[config.mk]
export PLATFORM = sky130hd
export DESIGN_NAME = mmio_bridge
export DESIGN_NICKNAME = d
export VERILOG_FILES = /design/src/rtl/mmio_pkg.sv /design/src/rtl/mmio_bridge_fifo.sv /design/src/rtl/mmio_bridge.sv
export SDC_FILE = /design/constraint.sdc
export NUM_CORES = 1
export LEC_CHECK = 0
export ABC_AREA = 0
export BUFFER_PORTS_ARGS = -buffer_cell sky130_fd_sc_hd__buf_2
export CAP_MARGIN = 30
export CORE_MARGIN = 1
export CORE_UTILIZATION = 45
export DETAILED_ROUTE_END_ITERATION = 16
export GPL_ROUTABILITY_DRIVEN = 0
export PLACE_DENSITY = 0.66
export SETUP_SLACK_MARGIN = 0.3
export SYNTH_ARGS = -nofsm -noshare
export SYNTH_HDL_FRONTEND = slang
export SYNTH_SLANG_ARGS = --single-unit
[constraint.sdc]
create_clock -name clock -period 3.6 [get_ports clock]
set_input_delay 0.36 -clock clock [delete_from_list [all_inputs] [get_ports clock]]
set_output_delay 0.36 -clock clock [all_outputs]
set_load 0.1 [all_outputs]
[src/rtl/mmio_pkg.sv]
// Shared definitions for the MMIO bridge: address map, drain FSM states and
// the layout of the two status words.
package mmio_pkg;

    // Memory-mapped register addresses; everything else belongs to dmem.
    localparam logic [11:0] KEY_DATA = 12'hFF0;
    localparam logic [11:0] KEY_STAT = 12'hFF1;
    localparam logic [11:0] LCD_DATA = 12'hFF2;
    localparam logic [11:0] LCD_STAT = 12'hFF3;

    // Status word layout: {23'b0, ovf, count[7:0]}.
    localparam int STAT_CNT_LSB = 0;
    localparam int STAT_CNT_W   = 8;
    localparam int STAT_OVF_BIT = 8;

    // LCD drain state machine.
    typedef enum logic [1:0] {
        IDLE = 2'd0,
        SEND = 2'd1,
        GAP  = 2'd2
    } drain_state_t;

    // True for the four MMIO registers (0xFF0..0xFF3 share the upper 10 bits).
    function automatic logic is_mmio(input logic [11:0] addr);
        return addr[11:2] == KEY_DATA[11:2];
    endfunction

    // Pack an overflow flag and a FIFO occupancy into a status word.
    function automatic logic [31:0] stat_word(input logic ovf, input logic [7:0] cnt);
        logic [31:0] w;
        w = '0;
        w[STAT_CNT_LSB +: STAT_CNT_W] = cnt;
        w[STAT_OVF_BIT] = ovf;
        return w;
    endfunction

endpackage

[src/rtl/mmio_bridge_fifo.sv]
// Synchronous FIFO with first-word-fall-through head, used for both the key
// receive queue and the LCD transmit queue. Overflow policy belongs to the
// caller; this block only refuses pushes it has no room for.
//
// Handshake: push is a request qualified by (!full || pop) -- a push on a
// full FIFO is accepted only when a pop frees the slot in the same cycle.
// pop is honoured only when !empty; head is valid whenever !empty.
module sync_fifo #(
    parameter int WIDTH = 8,
    parameter int DEPTH = 8
) (
    input  logic                     clock,
    input  logic                     reset,
    input  logic                     push,
    input  logic                     pop,
    input  logic [WIDTH-1:0]         din,
    output logic [WIDTH-1:0]         head,
    output logic [$clog2(DEPTH):0]   count,
    output logic                     full,
    output logic                     empty
);

    localparam int AW = $clog2(DEPTH);

    logic [WIDTH-1:0] mem [DEPTH];
    logic [AW-1:0]    wr_ptr;
    logic [AW-1:0]    rd_ptr;
    logic             do_push;
    logic             do_pop;

    assign empty   = (count == '0);
    assign full    = (count == (AW + 1)'(DEPTH));
    assign do_pop  = pop && !empty;
    assign do_push = push && (!full || do_pop);
    assign head    = mem[rd_ptr];

    // Pointer and occupancy update; pointers wrap naturally at DEPTH.
    always_ff @(posedge clock) begin
        if (!reset) begin
            wr_ptr <= '0;
            rd_ptr <= '0;
            count  <= '0;
        end else begin
            if (do_push) wr_ptr <= wr_ptr + 1'b1;
            if (do_pop)  rd_ptr <= rd_ptr + 1'b1;
            case ({do_push, do_pop})
                2'b10:   count <= count + 1'b1;
                2'b01:   count <= count - 1'b1;
                default: count <= count;
            endcase
        end
    end

    // Storage write; contents need no reset since count gates visibility.
    always_ff @(posedge clock) begin
        if (reset && do_push) mem[wr_ptr] <= din;
    end

endmodule

[src/rtl/mmio_bridge.sv]
// M-stage MMIO bridge: decodes the 12-bit address, steers stores to dmem or
// the LCD queue, serves loads from dmem or the MMIO registers, captures PS/2
// scancodes into a key queue and paces LCD words out through a drain FSM.
module mmio_bridge
    import mmio_pkg::*;
#(
    parameter int KEY_DEPTH = 8,
    parameter int LCD_DEPTH = 4,
    parameter int LCD_GAP   = 2
) (
    input  logic        clock,
    input  logic        reset,
    input  logic [11:0] cpu_address,
    input  logic [31:0] cpu_wdata,
    input  logic        cpu_wren,
    input  logic        cpu_ren,
    output logic [31:0] cpu_rdata,
    output logic        dmem_wren,
    input  logic [31:0] dmem_q,
    input  logic        ps2_key_pressed,
    input  logic [7:0]  ps2_out,
    output logic        lcd_write,
    output logic [31:0] lcd_data
);

    localparam int KAW   = $clog2(KEY_DEPTH);
    localparam int LAW   = $clog2(LCD_DEPTH);
    localparam int GAP_W = (LCD_GAP > 1) ? $clog2(LCD_GAP) : 1;
    localparam logic [GAP_W-1:0] GAP_LAST = (LCD_GAP > 0) ? GAP_W'(LCD_GAP - 1) : '0;

    // Address decode strobes.
    logic key_data_rd;
    logic key_stat_rd;
    logic lcd_stat_rd;
    logic lcd_data_wr;

    assign key_data_rd = cpu_ren  && (cpu_address == KEY_DATA);
    assign key_stat_rd = cpu_ren  && (cpu_address == KEY_STAT);
    assign lcd_stat_rd = cpu_ren  && (cpu_address == LCD_STAT);
    assign lcd_data_wr = cpu_wren && (cpu_address == LCD_DATA);
    assign dmem_wren   = cpu_wren && !is_mmio(cpu_address);

    // ---------------- key receive path ----------------
    logic           key_prev;
    logic           key_rise;
    logic           key_push;
    logic           key_pop;
    logic           key_ovf;
    logic           key_ovf_set;
    logic [7:0]     key_head;
    logic [KAW:0]   key_count;
    logic           key_full;
    logic           key_empty;

    assign key_rise    = ps2_key_pressed && !key_prev;
    assign key_pop     = key_data_rd && !key_empty;
    // A pop in the same cycle makes room, so a full queue still accepts.
    assign key_push    = key_rise && (!key_full || key_pop);
    assign key_ovf_set = key_rise && key_full && !key_pop;

    // Previous strobe level so a held key produces one push.
    always_ff @(posedge clock) begin
        if (!reset) key_prev <= 1'b0;
        else        key_prev <= ps2_key_pressed;
    end

    // Sticky key overflow; a new overflow beats a clearing status read.
    always_ff @(posedge clock) begin
        if (!reset)           key_ovf <= 1'b0;
        else if (key_ovf_set) key_ovf <= 1'b1;
        else if (key_stat_rd) key_ovf <= 1'b0;
    end

    sync_fifo #(
        .WIDTH (8),
        .DEPTH (KEY_DEPTH)
    ) u_key_fifo (
        .clock (clock),
        .reset (reset),
        .push  (key_push),
        .pop   (key_pop),
        .din   (ps2_out),
        .head  (key_head),
        .count (key_count),
        .full  (key_full),
        .empty (key_empty)
    );

    // ---------------- LCD transmit path ----------------
    drain_state_t   drain_state;
    drain_state_t   drain_next;
    logic [GAP_W-1:0] gap_cnt;
    logic [GAP_W-1:0] gap_next;
    logic           lcd_push;
    logic           lcd_pop;
    logic           lcd_ovf;
    logic           lcd_ovf_set;
    logic [31:0]    lcd_head;
    logic [LAW:0]   lcd_count;
    logic           lcd_full;
    logic           lcd_empty;

    assign lcd_pop     = (drain_state == SEND);
    assign lcd_push    = lcd_data_wr && (!lcd_full || lcd_pop);
    assign lcd_ovf_set = lcd_data_wr && lcd_full && !lcd_pop;

    // Sticky LCD overflow; a new overflow beats a clearing status read.
    always_ff @(posedge clock) begin
        if (!reset)           lcd_ovf <= 1'b0;
        else if (lcd_ovf_set) lcd_ovf <= 1'b1;
        else if (lcd_stat_rd) lcd_ovf <= 1'b0;
    end

    sync_fifo #(
        .WIDTH (32),
        .DEPTH (LCD_DEPTH)
    ) u_lcd_fifo (
        .clock (clock),
        .reset (reset),
        .push  (lcd_push),
        .pop   (lcd_pop),
        .din   (cpu_wdata),
        .head  (lcd_head),
        .count (lcd_count),
        .full  (lcd_full),
        .empty (lcd_empty)
    );

    // Drain FSM state and gap counter registers.
    always_ff @(posedge clock) begin
        if (!reset) begin
            drain_state <= IDLE;
            gap_cnt     <= '0;
        end else begin
            drain_state <= drain_next;
            gap_cnt     <= gap_next;
        end
    end

    // Drain FSM next state: one SEND cycle per word, then LCD_GAP idle cycles.
    // With no gap, SEND repeats while words remain after this cycle's pop
    // (a concurrent store counts as a remaining word).
    always_comb begin
        drain_next = drain_state;
        gap_next   = gap_cnt;
        case (drain_state)
            IDLE: begin
                if (!lcd_empty) drain_next = SEND;
            end
            SEND: begin
                gap_next = '0;
                if (LCD_GAP > 0)
                    drain_next = GAP;
                else if ((lcd_count > (LAW + 1)'(1)) || lcd_data_wr)
                    drain_next = SEND;
                else
                    drain_next = IDLE;
            end
            GAP: begin
                if (gap_cnt == GAP_LAST)
                    drain_next = lcd_empty ? IDLE : SEND;
                else
                    gap_next = gap_cnt + 1'b1;
            end
            default: drain_next = IDLE;
        endcase
    end

    // Moore outputs of the drain FSM.
    assign lcd_write = (drain_state == SEND);
    assign lcd_data  = lcd_write ? lcd_head : '0;

    // Load data mux; MMIO registers override dmem.
    always_comb begin
        cpu_rdata = dmem_q;
        case (cpu_address)
            KEY_DATA: cpu_rdata = key_empty ? 32'd0 : {24'd0, key_head};
            KEY_STAT: cpu_rdata = stat_word(key_ovf, 8'(key_count));
            LCD_DATA: cpu_rdata = 32'd0;
            LCD_STAT: cpu_rdata = stat_word(lcd_ovf, 8'(lcd_count));
            default:  cpu_rdata = dmem_q;
        endcase
    end

endmodule

==> flow_metrics.tcl <==
set metrics [dict create \
    status "finished clean" \
    max_cap_violations 0 \
    cp-start-kind "flop" \
    cts_tree "built" \
    core_um2 19590 \
    p_int_w 0.004252 \
    synth-edff-count 192 \
    grt_max_degree 36 \
    postPlaceCellArea_um2 10210 \
    total_leakage_power_nw 3.924 \
    power.total_w 0.005430 \
    cp.arrival_ps 2640 \
    r2r-start "u_key_fifo.count[0]$_SDFFE_PN0P_" \
    htree_levels 1 \
    grtUsageMet3_pct 3.032 \
    postSynthCellCount 523 \
    path_class "reg2out" \
    rsz0062_at_grt "no" \
    wl_per_cell_um 18.21 \
    yosysTopAreaCell "edfxtp_1" \
    die_h_um 143.9 \
    drive_above_1_share_pct 37.46 \
    worst_pin_slew_ps 890.5 \
    synth_nets 628 \
    synth_seq_cells 220 \
    p_sw_w 0.001178 \
    clock_sinks 220 \
    hold_start "cpu_wdata[16]" \
    fmax_ghz 0.3337 \
    min_period_over_period_pct 83.23 \
    power_frac_comb_pct 5.5 \
    drc 0 \
    io_buffers 154 \
    hpwl_um 11430 \
    drt_iter0_markers 286 \
    clk_latency_ps 520 \
    rows 51 \
    pin_count 155 \
    yosysWarnings 0 \
    synthToLayoutAreaGrowth_pct 21.10 \
    cts_root_buf "clkbuf_16" \
    dr_total_vias 4935 \
    die_area_um2 20690 \
    setup_slack_ps 603.7 \
    switching_share_pct 21.70 \
    power_frac_clock_pct 43.1 \
    synth_area_leaders "edfxtp_1 64%, mux4_2 12%, dfxtp_1 6.2%, and2_1 4.6%, ha_1 1.9%" \
    final.setup_skew_ps 11.30 \
    p_per_area_nw_per_um2 495.2 \
    slowest_delay_ps 680 \
    die_width_um 143.9 \
    cts_resized 0 \
    hold_slack_ps 55.10 \
    required_ps 3240 \
    globalRouteMet1Util_pct 21.89 \
    hold_viol 0 \
    gr-total-overflow 0 \
    finalSetupViolations 0 \
    numCtsBuffers 23 \
    yosysUniqueCellTypes 39 \
    synth_top_area_share_pct 63.67 \
    slew_headroom_pct 40.63 \
    crit_path_end_kind "output port" \
    holdCritPathClass "in2reg" \
    critPathTopFamily "multiplexers" \
    post_cts_buffers 0 \
    crit_buf_inv 2 \
    min_period_ps 2996 \
    drt-total-wl_um 17770 \
    met2_usage_pct 30.74 \
    drtAntennaViolNets 0 \
    post_synth.cell_area_avg_um2 17.31 \
    syn_area_um2 9055 \
    synthArstFlopShare_pct 0 \
    crit_fanout 9 \
    finalMaxSlewViolations 0 \
    seq_area_frac_synth_pct 69.86 \
    antenna_found_initial 1 \
    crit_slowest_cell "dfxtp_1" \
    gr-max-usage-layer "met2" \
    dp_slack_ps 557.9 \
    ys.flop_type "edfxtp_1" \
    fin_util_pct 55.97 \
    clkTransAtPathRegs_ps 60 \
    seq_power_share_pct 51.4 \
    irDropWorstVdd_uv 301.8 \
    drt_pass1_iterations 5 \
    first_global_vias 5147 \
    grt_pass1_wl_um 27160 \
    final_common_cell "edfxtp_1" \
    path_cells "buf_4, mux4_2, mux2i_1, o21ai_0, buf_2" \
    viasPerCell 5.056 \
    design_area_um2 10970 \
    final_cell_mix "192 x edfxtp_1, 154 x buf_2, 67 x and2_1, 48 x mux4_2, 27 x nand2_1" \
    cts_buffer_depth 3 \
    grtUsageTotal_pct 17.45 \
    cts_hold_buf 0 \
    start_util_pct 46.22 \
    layout.nets 800 \
]
[synthesized netlist by cell type (7+ instances only)]
| library cell | number |
|---|---|
| and2_1 | 67 |
| buf_2 | 7 |
| xnor2_1 | 7 |
| dfxtp_1 | 28 |
| nor2b_1 | 10 |
| o21ai_0 | 14 |
| mux2i_1 | 14 |
| inv_1 | 11 |
| mux4_2 | 48 |
| nor3_1 | 7 |
| nand2_1 | 27 |
| clkbuf_1 | 16 |
| ha_1 | 14 |
| nand3_1 | 9 |
| edfxtp_1 | 192 |
[cell type report]
cell class              count  area (um2)
fillers                  1569        8625
flip-flops and latches    220        6329
multi-input cells         267        2590
repair buffers            172       918.4
clock buffers              25       583.1
well taps                 265       331.6
clock inverters            15       170.2
inverters                  11       41.29
diodes                      1       2.502
[worst paths after layout]
kind	slack, ps	to	cells past startpoint
hold reg to reg	500	key_ovf$_SDFFE_PN0P_	2
setup / recovery	600	cpu_rdata[4]	5
hold / removal	60	u_lcd_fifo.mem[3][16]$_DFFE_PP_	1
setup reg to reg	670	u_key_fifo.count[3]$_SDFFE_PN0P_	11
[state kept, by name, indices dropped and copies added (netlist names), named ones only]
signal and count:
u_key_fifo.count 4, u_lcd_fifo.wr_ptr 2, u_key_fifo.mem 64, gap_cnt 1
u_lcd_fifo.rd_ptr 2, u_lcd_fifo.count 3, u_key_fifo.wr_ptr 3, drain_state 2
key_ovf 1, u_lcd_fifo.mem 128, key_prev 1, lcd_ovf 1
u_key_fifo.rd_ptr 3
[routing by layer]
metal / wire length [um] / share of wire, %
met1: 7423 / 42
met2: 9202 / 52
met3: 817 / 4.6
met4: 331 / 1.9
met5: 0 / 0
[power groups by stage]
stage,Sequential [W],Combinational (W),Clock [W]
final,0.00279,0.000300,0.00234
after global routing,0.00279,0.000319,0.00248
after CTS,0.00279,0.000302,0.00240
after detailed placement,0.00284,0.000301,0
after global placement,0.00284,0.000294,0
after floorplan,0.00284,0.000199,0
[through the flow]
step | cells | TNS (ps)
CTS | 975 | 0
finish | 976 | 0
global placement | 935 | 0
global route | 975 | 0
detailed placement | 935 | 0
floorplan | 523 | -667.3
[kinds of logic (layout without fill, tap and decap cells)]
| family | count (synthesis) | in the layout | share of synthesized area (%) |
|---|---|---|---|
| adders and majority gates | 16 | 16 | 2.377 |
| xor gates and xnor gates | 10 | 10 | 0.9673 |
| other | 0 | 1 | 0 |
| and+or+nand+nor | 147 | 147 | 9.424 |
| buffers and inverters | 36 | 223 | 1.589 |
| DFF | 220 | 220 | 69.86 |
| AOI/OAI and AO/OA | 29 | 29 | 1.921 |
| muxes | 65 | 65 | 13.86 |
No activity file was read; power rests on OpenSTA's default activity.
